<file path="config.mk">
export PLATFORM = sky130hd
export DESIGN_NAME = coo_spmm_accumulator
export DESIGN_NICKNAME = d
export VERILOG_FILES = /design/src/rtl/coo_spmm_accumulator.sv
export SDC_FILE = /design/constraint.sdc
export NUM_CORES = 1
export LEC_CHECK = 0
export BUFFER_PORTS_ARGS = -buffer_cell sky130_fd_sc_hd__buf_4
export CORE_MARGIN = 4
export CORE_UTILIZATION = 60
export DETAILED_ROUTE_END_ITERATION = 10
export PLACE_DENSITY = 0.78
export SLEW_MARGIN = 0
export SYNTH_ARGS = -nofsm -noshare
export SYNTH_HDL_FRONTEND = slang
export SYNTH_SLANG_ARGS = --single-unit
</file>
<file path="constraint.sdc">
create_clock -name clk -period 22.3 [get_ports clk]
set_clock_uncertainty 0.2 [all_clocks]
set_input_delay 2.23 -clock clk [delete_from_list [all_inputs] [get_ports clk]]
set_output_delay 2.23 -clock clk [all_outputs]
set_load 0.02 [all_outputs]
</file>
<file path="src/rtl/coo_spmm_accumulator.sv">
// coo_spmm_accumulator: streams 1-based COO edges against one dense
// feature-weight row at a time. It accumulates the products into a
// NUM_NODES x FEAT_COLS register array, then drains that array row by row
// over a valid/ready port.
module coo_spmm_accumulator #(
  parameter int NUM_NODES = 6,
  parameter int FEAT_COLS = 3,
  parameter int DATA_W    = 16,
  parameter int IDX_W     = $clog2(NUM_NODES + 1),
  parameter int ROW_W     = $clog2(NUM_NODES),
  parameter int SYMMETRIC = 1,
  parameter int SATURATE  = 0
) (
  input  logic                          clk,
  input  logic                          reset,
  input  logic                          start,
  input  logic                          row_valid,
  output logic                          row_ready,
  input  logic [ROW_W-1:0]              row_idx,
  input  logic                          row_last,
  input  logic [FEAT_COLS*DATA_W-1:0]   row_data,
  input  logic                          edge_valid,
  output logic                          edge_ready,
  input  logic [IDX_W-1:0]              edge_src,
  input  logic [IDX_W-1:0]              edge_dst,
  input  logic                          edge_last,
  output logic                          out_valid,
  input  logic                          out_ready,
  output logic [ROW_W-1:0]              out_row,
  output logic [FEAT_COLS*DATA_W-1:0]   out_data,
  output logic                          busy,
  output logic                          done,
  output logic [15:0]                   bad_edge_cnt
);

  typedef enum logic [1:0] {S_IDLE, S_WAIT_ROW, S_EDGES, S_DRAIN} state_t;

  state_t              state, state_nxt;
  logic [DATA_W-1:0]   acc   [NUM_NODES][FEAT_COLS];
  logic [DATA_W-1:0]   row_q [FEAT_COLS];
  logic [ROW_W-1:0]    k_q;
  logic                row_last_q;
  logic [ROW_W-1:0]    out_row_q;
  logic                done_q;
  logic [15:0]         bad_cnt_q;

  logic                start_ok, row_fire, edge_fire, out_fire, drain_last;
  logic                idx_ok, hit;
  logic [IDX_W-1:0]    a_idx, b_idx, k_ext, tgt;
  logic [ROW_W-1:0]    tgt_row;

  // Signed add with a one-bit-wider sum. The result either clamps or wraps.
  function automatic logic [DATA_W-1:0] sat_add(input logic [DATA_W-1:0] x,
                                                 input logic [DATA_W-1:0] y);
    logic [DATA_W:0] s;
    s = {x[DATA_W-1], x} + {y[DATA_W-1], y};
    if (SATURATE != 0 && s[DATA_W] != s[DATA_W-1])
      sat_add = s[DATA_W] ? {1'b1, {(DATA_W-1){1'b0}}} : {1'b0, {(DATA_W-1){1'b1}}};
    else
      sat_add = s[DATA_W-1:0];
  endfunction

  assign start_ok   = start && (state == S_IDLE);
  assign row_fire   = row_valid && row_ready;
  assign edge_fire  = edge_valid && edge_ready;
  assign out_fire   = out_valid && out_ready;
  assign drain_last = out_fire && (out_row_q == ROW_W'(NUM_NODES - 1));

  assign row_ready    = (state == S_WAIT_ROW);
  assign edge_ready   = (state == S_EDGES);
  assign out_valid    = (state == S_DRAIN);
  assign busy         = (state != S_IDLE);
  assign done         = done_q;
  assign out_row      = out_row_q;
  assign bad_edge_cnt = bad_cnt_q;

  // Decode the edge: range check, convert to 0-based indices, pick the target row.
  always_comb begin
    // NOTE: every always_comb output gets a default first so that no path leaves it unassigned (no latch).
    hit     = 1'b0;
    tgt     = '0;
    k_ext   = IDX_W'(k_q);
    a_idx   = edge_src - IDX_W'(1);
    b_idx   = edge_dst - IDX_W'(1);
    idx_ok  = (edge_src != '0) && (edge_src <= IDX_W'(NUM_NODES)) &&
              (edge_dst != '0) && (edge_dst <= IDX_W'(NUM_NODES));
    if (idx_ok) begin
      if (b_idx == k_ext) begin
        hit = 1'b1;
        tgt = a_idx;
      end else if (SYMMETRIC != 0 && a_idx == k_ext) begin
        hit = 1'b1;
        tgt = b_idx;
      end
    end
    tgt_row = ROW_W'(tgt);
  end

  // State register.
  always_ff @(posedge clk or posedge reset) begin
    // NOTE: sequential state uses non-blocking assignments so every flop samples pre-edge values.
    if (reset) state <= S_IDLE;
    else       state <= state_nxt;
  end

  // Next-state logic.
  always_comb begin
    state_nxt = state;
    case (state)
      S_IDLE:     if (start) state_nxt = S_WAIT_ROW;
      S_WAIT_ROW: if (row_fire) state_nxt = S_EDGES;
      S_EDGES:    if (edge_fire && edge_last) state_nxt = row_last_q ? S_DRAIN : S_WAIT_ROW;
      S_DRAIN:    if (drain_last) state_nxt = S_IDLE;
      default:    state_nxt = S_IDLE;
    endcase
  end

  // Latch the presented row, its index k and its last flag on the row handshake.
  always_ff @(posedge clk or posedge reset) begin
    if (reset) begin
      for (int j = 0; j < FEAT_COLS; j++) row_q[j] <= '0;
      k_q        <= '0;
      row_last_q <= 1'b0;
    end else if (row_fire) begin
      for (int j = 0; j < FEAT_COLS; j++) row_q[j] <= row_data[j*DATA_W +: DATA_W];
      k_q        <= row_idx;
      row_last_q <= row_last;
    end
  end

  // Accumulator array: cleared by start, read-modify-write on each hitting edge.
  always_ff @(posedge clk or posedge reset) begin
    // NOTE: the accumulator array is reset explicitly because its reset contents (all zero) are observable.
    if (reset) begin
      for (int r = 0; r < NUM_NODES; r++)
        for (int j = 0; j < FEAT_COLS; j++) acc[r][j] <= '0;
    end else if (start_ok) begin
      for (int r = 0; r < NUM_NODES; r++)
        for (int j = 0; j < FEAT_COLS; j++) acc[r][j] <= '0;
    end else if (edge_fire && hit) begin
      for (int r = 0; r < NUM_NODES; r++)
        if (ROW_W'(r) == tgt_row)
          for (int j = 0; j < FEAT_COLS; j++) acc[r][j] <= sat_add(acc[r][j], row_q[j]);
    end
  end

  // Drain row pointer and the one-cycle done pulse.
  always_ff @(posedge clk or posedge reset) begin
    if (reset) begin
      out_row_q <= '0;
      done_q    <= 1'b0;
    end else begin
      done_q <= drain_last;
      if (start_ok || drain_last) out_row_q <= '0;
      else if (out_fire)          out_row_q <= out_row_q + ROW_W'(1);
    end
  end

  // Saturating count of dropped out-of-range edges.
  always_ff @(posedge clk or posedge reset) begin
    if (reset)                                         bad_cnt_q <= '0;
    else if (start_ok)                                 bad_cnt_q <= '0;
    else if (edge_fire && !idx_ok && bad_cnt_q != '1)  bad_cnt_q <= bad_cnt_q + 16'd1;
  end

  // Present the selected accumulator row. It is stable in DRAIN because nothing writes acc there.
  always_comb begin
    out_data = '0;
    for (int j = 0; j < FEAT_COLS; j++) out_data[j*DATA_W +: DATA_W] = acc[out_row_q][j];
  end

endmodule

</file>
### Yosys cells after proc, flatten, opt, wreduce, memory -nomap -nowiden

Cells that the tools add are included.

* memories kept: 0
* RAM bits: 0
* latch bits: 0
* bits of input ports: 65
* register bits after elaboration: 362
* logic and storage cells: 131
* output and inout bits: 72
* memory bits (read-only): 0

* multipliers: 0
* reduce and logical (&&, ||, !) cells: 35
* shift operators: 0
* muxes and demuxes: 27
* bitwise gates (word level): 1
* equal/unequal tests: 16
* $add $sub $neg: 22
* magnitude comparators: 3
* div/mod/pow operators: 0

Operator list (number)
* $mux 288: 2
* $mux 48: 8
* $add 16x16->16: 18
* $bmux 48 s3: 1
* $mux 16: 2
* $reduce_bool 2->1: 10
* $add 16x1->16 const B: 1
* $ne 16x16->1 const B: 1
* $mux 3: 5
* $logic_and 1x1->1: 12
* $reduce_and 2->1: 6
* $mux 2: 5
* $pmux 2 s4: 1
* $eq 2x3->1 const A: 2
* $eq 3x3->1: 2
* $eq 3x3->1 const A: 2
* $le 3x3->1 const B: 2
* $ne 2x1->1 const B: 3
* $reduce_bool 3->1: 2
* $sub 3x1->3 const B: 2
* $eq 2x2->1 const B: 2
* $ge 4x4->1 const B: 1
* $not 3->4: 1
* $reduce_and 4->1: 1
* other kinds (10): 12

### Depth between registers and ports, before layout

* depth after elaboration: 9
* mapped depth: 12

### Worst setup path before layout

Ideal clock, no wire load.

* kind: flip-flop to output port
* from: register out_row_q[0] (netlist: out_row[0])
* to: output port out_data[1]
* stages on the path, launching flop included: 7
* setup slack: 17581 ps
* arrival time: 2289 ps
* required time: 19870 ps
* cell sequence: dfrtp_1 -> clkbuf_1 -> buf_1 -> buf_1 -> mux4_2 -> inv_1 -> o22ai_1

* word-level cells in the longest chain between the ends: 4

Ends and longest elaborated chain
* start: declaration: line 43 `logic [ROW_W-1:0] out_row_q;`
* start signal: assignment: line 155 `else if (out_fire) out_row_q <= out_row_q + ROW_W'(1);`
* $not 3->4 (not written as such): line 169 `for (int j = 0; j < FEAT_COLS; j++) out_data[j*DATA_W +: DATA_W] = acc[out_row_q][j];`
* $bmux 48 s3: line 169
* $mux 48 (2 in series)
* end: declaration: line 30 `output logic [FEAT_COLS*DATA_W-1:0] out_data,`

No other way between the ends. The select of a mux whose other input is x is not followed.

### Worst setup path in the final report

* from: input port edge_dst[0]
* to: register acc[223] (netlist name)

* word-level cells in the longest chain between the ends: 7

Ends and longest elaborated chain
* start: declaration: line 25 `input logic [IDX_W-1:0] edge_dst,`
* $sub 3x1->3 / $reduce_bool 3->1 (equally long branches): line 84, 86
* $eq 3x3->1, or another cell as far along: line 88 `if (b_idx == k_ext) begin`
* $mux 3, or another cell as far along: line 88
* $mux 3 / $mux 1 (equally long branches): line 87 `if (idx_ok) begin`
* $eq 1x3->1 / $logic_and 1x1->1 (equally long branches): line 142, 140
* $reduce_bool 2->1 (no line)
* $reduce_and 2->1 (no line) (*)

Every way passes the cells marked *; elsewhere a longest branch is shown, timed or not.
A chain may end at the register's enable or synchronous reset.

==> flow_metrics.tcl <==
set metrics [dict create \
    status "finished clean" \
    cts.reportedPaths.clkPinSlew_ns 0.07 \
    p_sw_frac 0.4346 \
    antenna_found_initial 0 \
    netlist_area_um2 28420 \
    final_cells 3781 \
    cap_violations 0 \
    slew-limit-headroom 0.2996 \
    area_delta_synth_final_pct 10.04 \
    core_um2 46650 \
    numCtsBuffers 43 \
    ioPinCount 137 \
    synth-seq-cells 362 \
    power.leakage_uw 0.01512 \
    placed_cells 3704 \
    worstSetupPathType "input pin to flip-flop" \
    vias_per_cell 6.584 \
    rows 79 \
    ys_top_cells_by_area "dfrtp_1 (32%), ha_1 (12%), nand3_1 (5.4%)" \
    yosysTopAreaCellShare 0.3188 \
    grt_overflow 0 \
    portBuffers 136 \
    crit_path_end_kind "flip-flop" \
    fmax_ghz 0.1705 \
    p_comb_frac 0.483 \
    arrival_ns 6.14 \
    start_kind "input pin" \
    vias 24890 \
    dieArea_um2 50910 \
    switchingPower_uw 1436 \
    fill_cells 3683 \
    reg2reg_depth 10 \
    cts_tree "done" \
    crit_path_max_fanout 46 \
    drtIter0Drc 1975 \
    setup_tns_ns 0 \
    ys_seq_area_frac 0.3188 \
    hp-class "flip-flop to flip-flop" \
    clock_sinks 362 \
    synth_nets 3444 \
    post-route-period-util 0.2630 \
    htree_levels 2 \
    critPathRequiredTime_ns 22.57 \
    die_w_um 225.6 \
    nNetsFinal 3504 \
    powerDensity_nw_per_um2 105.7 \
    dp_hpwl_um 56170 \
    routedWlPerCell_um 21.51 \
    hold_buffers 0 \
    cts_setup_buffers 0 \
    gp_congestion 0.8964 \
    fin_crit_ns 5.866 \
    synth_top_cell_by_area "dfrtp_1" \
    first_pass_iters 5 \
    hold_depth 1 \
    slew_viol_final 0 \
    ant_nets 0 \
    avgSynthCellArea_um2 9.221 \
    seq_power_share 0.298 \
    grt_pass1_vias 24960 \
    worst_slew_pin_slew_ns 1.051 \
    clockPowerShare 0.220 \
    yosysMostFrequentCell "dfrtp_1" \
    routed_wl_um 81340 \
    peakVddDrop_v 0.00008692 \
    synth_top_cells_by_count "dfrtp_1 (362), nand3_1 (305), o21ai_0 (305)" \
    start_util 0.6091 \
    root_buffer "clkbuf_16" \
    hold_viol_final 0 \
    drc 0 \
    syn_inst 3082 \
    chipHeight_um 225.6 \
    finalSetupViolations 0 \
    grt_pass1_wl_um 129400 \
    yosysUniqueCellTypes 78 \
    clk_latency_ns 0.58 \
    cts_max_path_buffers 3 \
    yosysWarningCount 0 \
    synth_edf_count 0 \
    rsz0062_at_grt "false" \
    antenna_cells 0 \
    grt_start_max_net_pins 176 \
    cts_resized 0 \
    ys.flop_type "dfrtp_1" \
    ys_async_sr_fraction 1.000 \
    power.internal_uw 1868 \
    drive_gt1_frac 0.1163 \
    track_usage 0.3122 \
]
## routing by layer
| layer | share of wire | vias to the layer above | GRT usage |
|---|---|---|---|
| met2 | 0.47 | 934 | 0.5208 |
| li1 | - | 11550 | - |
| met3 | 0.067 | 214 | 0.04524 |
| met1 | 0.42 | 12200 | 0.4164 |
| met4 | 0.035 | 0 | 0.1170 |
| met5 | 0 | - | 0 |
## final cells by class
| cell class | count | area (um^2) | area share |
|---|---|---|---|
| clock inverter | 11 | 130.1 | 0.004161 |
| sequential | 362 | 9065 | 0.2899 |
| multi-input combinational | 2422 | 18240 | 0.5834 |
| tap | 607 | 759.5 | 0.02429 |
| clock buffer | 66 | 1285 | 0.04109 |
| inverter | 155 | 589.3 | 0.01885 |
| timing repair buffer | 158 | 1199 | 0.03833 |
## logic make-up (layout without fill, tap and decap cells)
group | Yosys count | in the layout | synth area share
flip-flops | 362 | 362 | 0.3188
AO/OA/AOI/OAI | 957 | 957 | 0.2144
multiplexers | 158 | 158 | 0.07925
buffers and inverters | 298 | 390 | 0.04125
AND/OR/NAND/NOR | 788 | 788 | 0.1414
XOR/XNOR | 222 | 222 | 0.06943
adder cells (fa/ha/maj) | 297 | 297 | 0.1355
## power groups by stage
stage | sequential [uW] | combinational (uW) | clock (uW)
2_1_floorplan | 879 | 1230 | 0
6_report | 984 | 1600 | 726
3_5_place_dp | 987 | 1560 | 0
4_1_cts | 977 | 1570 | 733
5_1_grt | 996 | 1750 | 757
3_3_place_gp | 983 | 1490 | 0
## metrics by stage
step	setup WS, ns	hold WS [ns]	utilization	instance area, um^2	power [uW]
floorplan	9.823	0.2675	-	28420	2112
global placement	16.07	0.2807	0.6399	29860	2473
detailed placement	15.91	0.2948	0.6399	29860	2546
CTS	16.52	0.3030	0.6703	31270	3284
global route	16.25	0.3301	0.6703	31270	3504
finish	16.43	0.3043	0.6703	31270	3305
## worst paths after layout
path / from / to / slack, ns
worst max-delay path: edge_dst[0] / acc[223]$_DFFE_PP0P_ / 16.43
worst min-delay path: acc[239]$_DFFE_PP0P_ / acc[239]$_DFFE_PP0P_ / 0.30
worst max register to register: k_ext[2]$_DFFE_PP0P_ / acc[223]$_DFFE_PP0P_ / 18.07
worst min register to register: acc[239]$_DFFE_PP0P_ / acc[239]$_DFFE_PP0P_ / 0.30
max in group asynchronous: reset / acc[12]$_DFFE_PP0P_ / 18.00
min in group asynchronous: reset / done$_DFF_PP0_ / 1.59
## sequential cells by signal, indices dropped and copies added (netlist names)
register,flops
row_q,48
out_row,3
k_ext,3
row_last_q,1
state,2
acc,288
done,1
bad_edge_cnt,16
## cell usage in the layout, fill, tap and decap left out, drive strengths merged, types with 22 or more instances in the layout
cell type	n
o21a	58
dfrtp	362
nor2	130
o31ai	37
a21o	108
mux4	48
o21ai	324
ha	279
nand3	307
inv	155
mux2i	57
o22ai	55
buf	158
xnor2	79
and3	22
a21oi	179
nand2b	36
nor2b	50
nor3	37
clkbuf	66
a211o	22
nand2	108
xor2	141
a211oi	23
mux2	53
## worst max-delay path: stages
cell	delay (ns)
buf_4	0.11
inv_1	0.07
ha_1	0.37
xor2_1	0.36
nand3_2	0.19
mux2i_2	0.21
buf_4	0.25
nor4_4	0.66
nand2_2	0.66
buf_4	0.51
nand2_1	0.15
o21ai_0	0.10
a22o_1	0.24
Power figures use the tool's default switching activity.
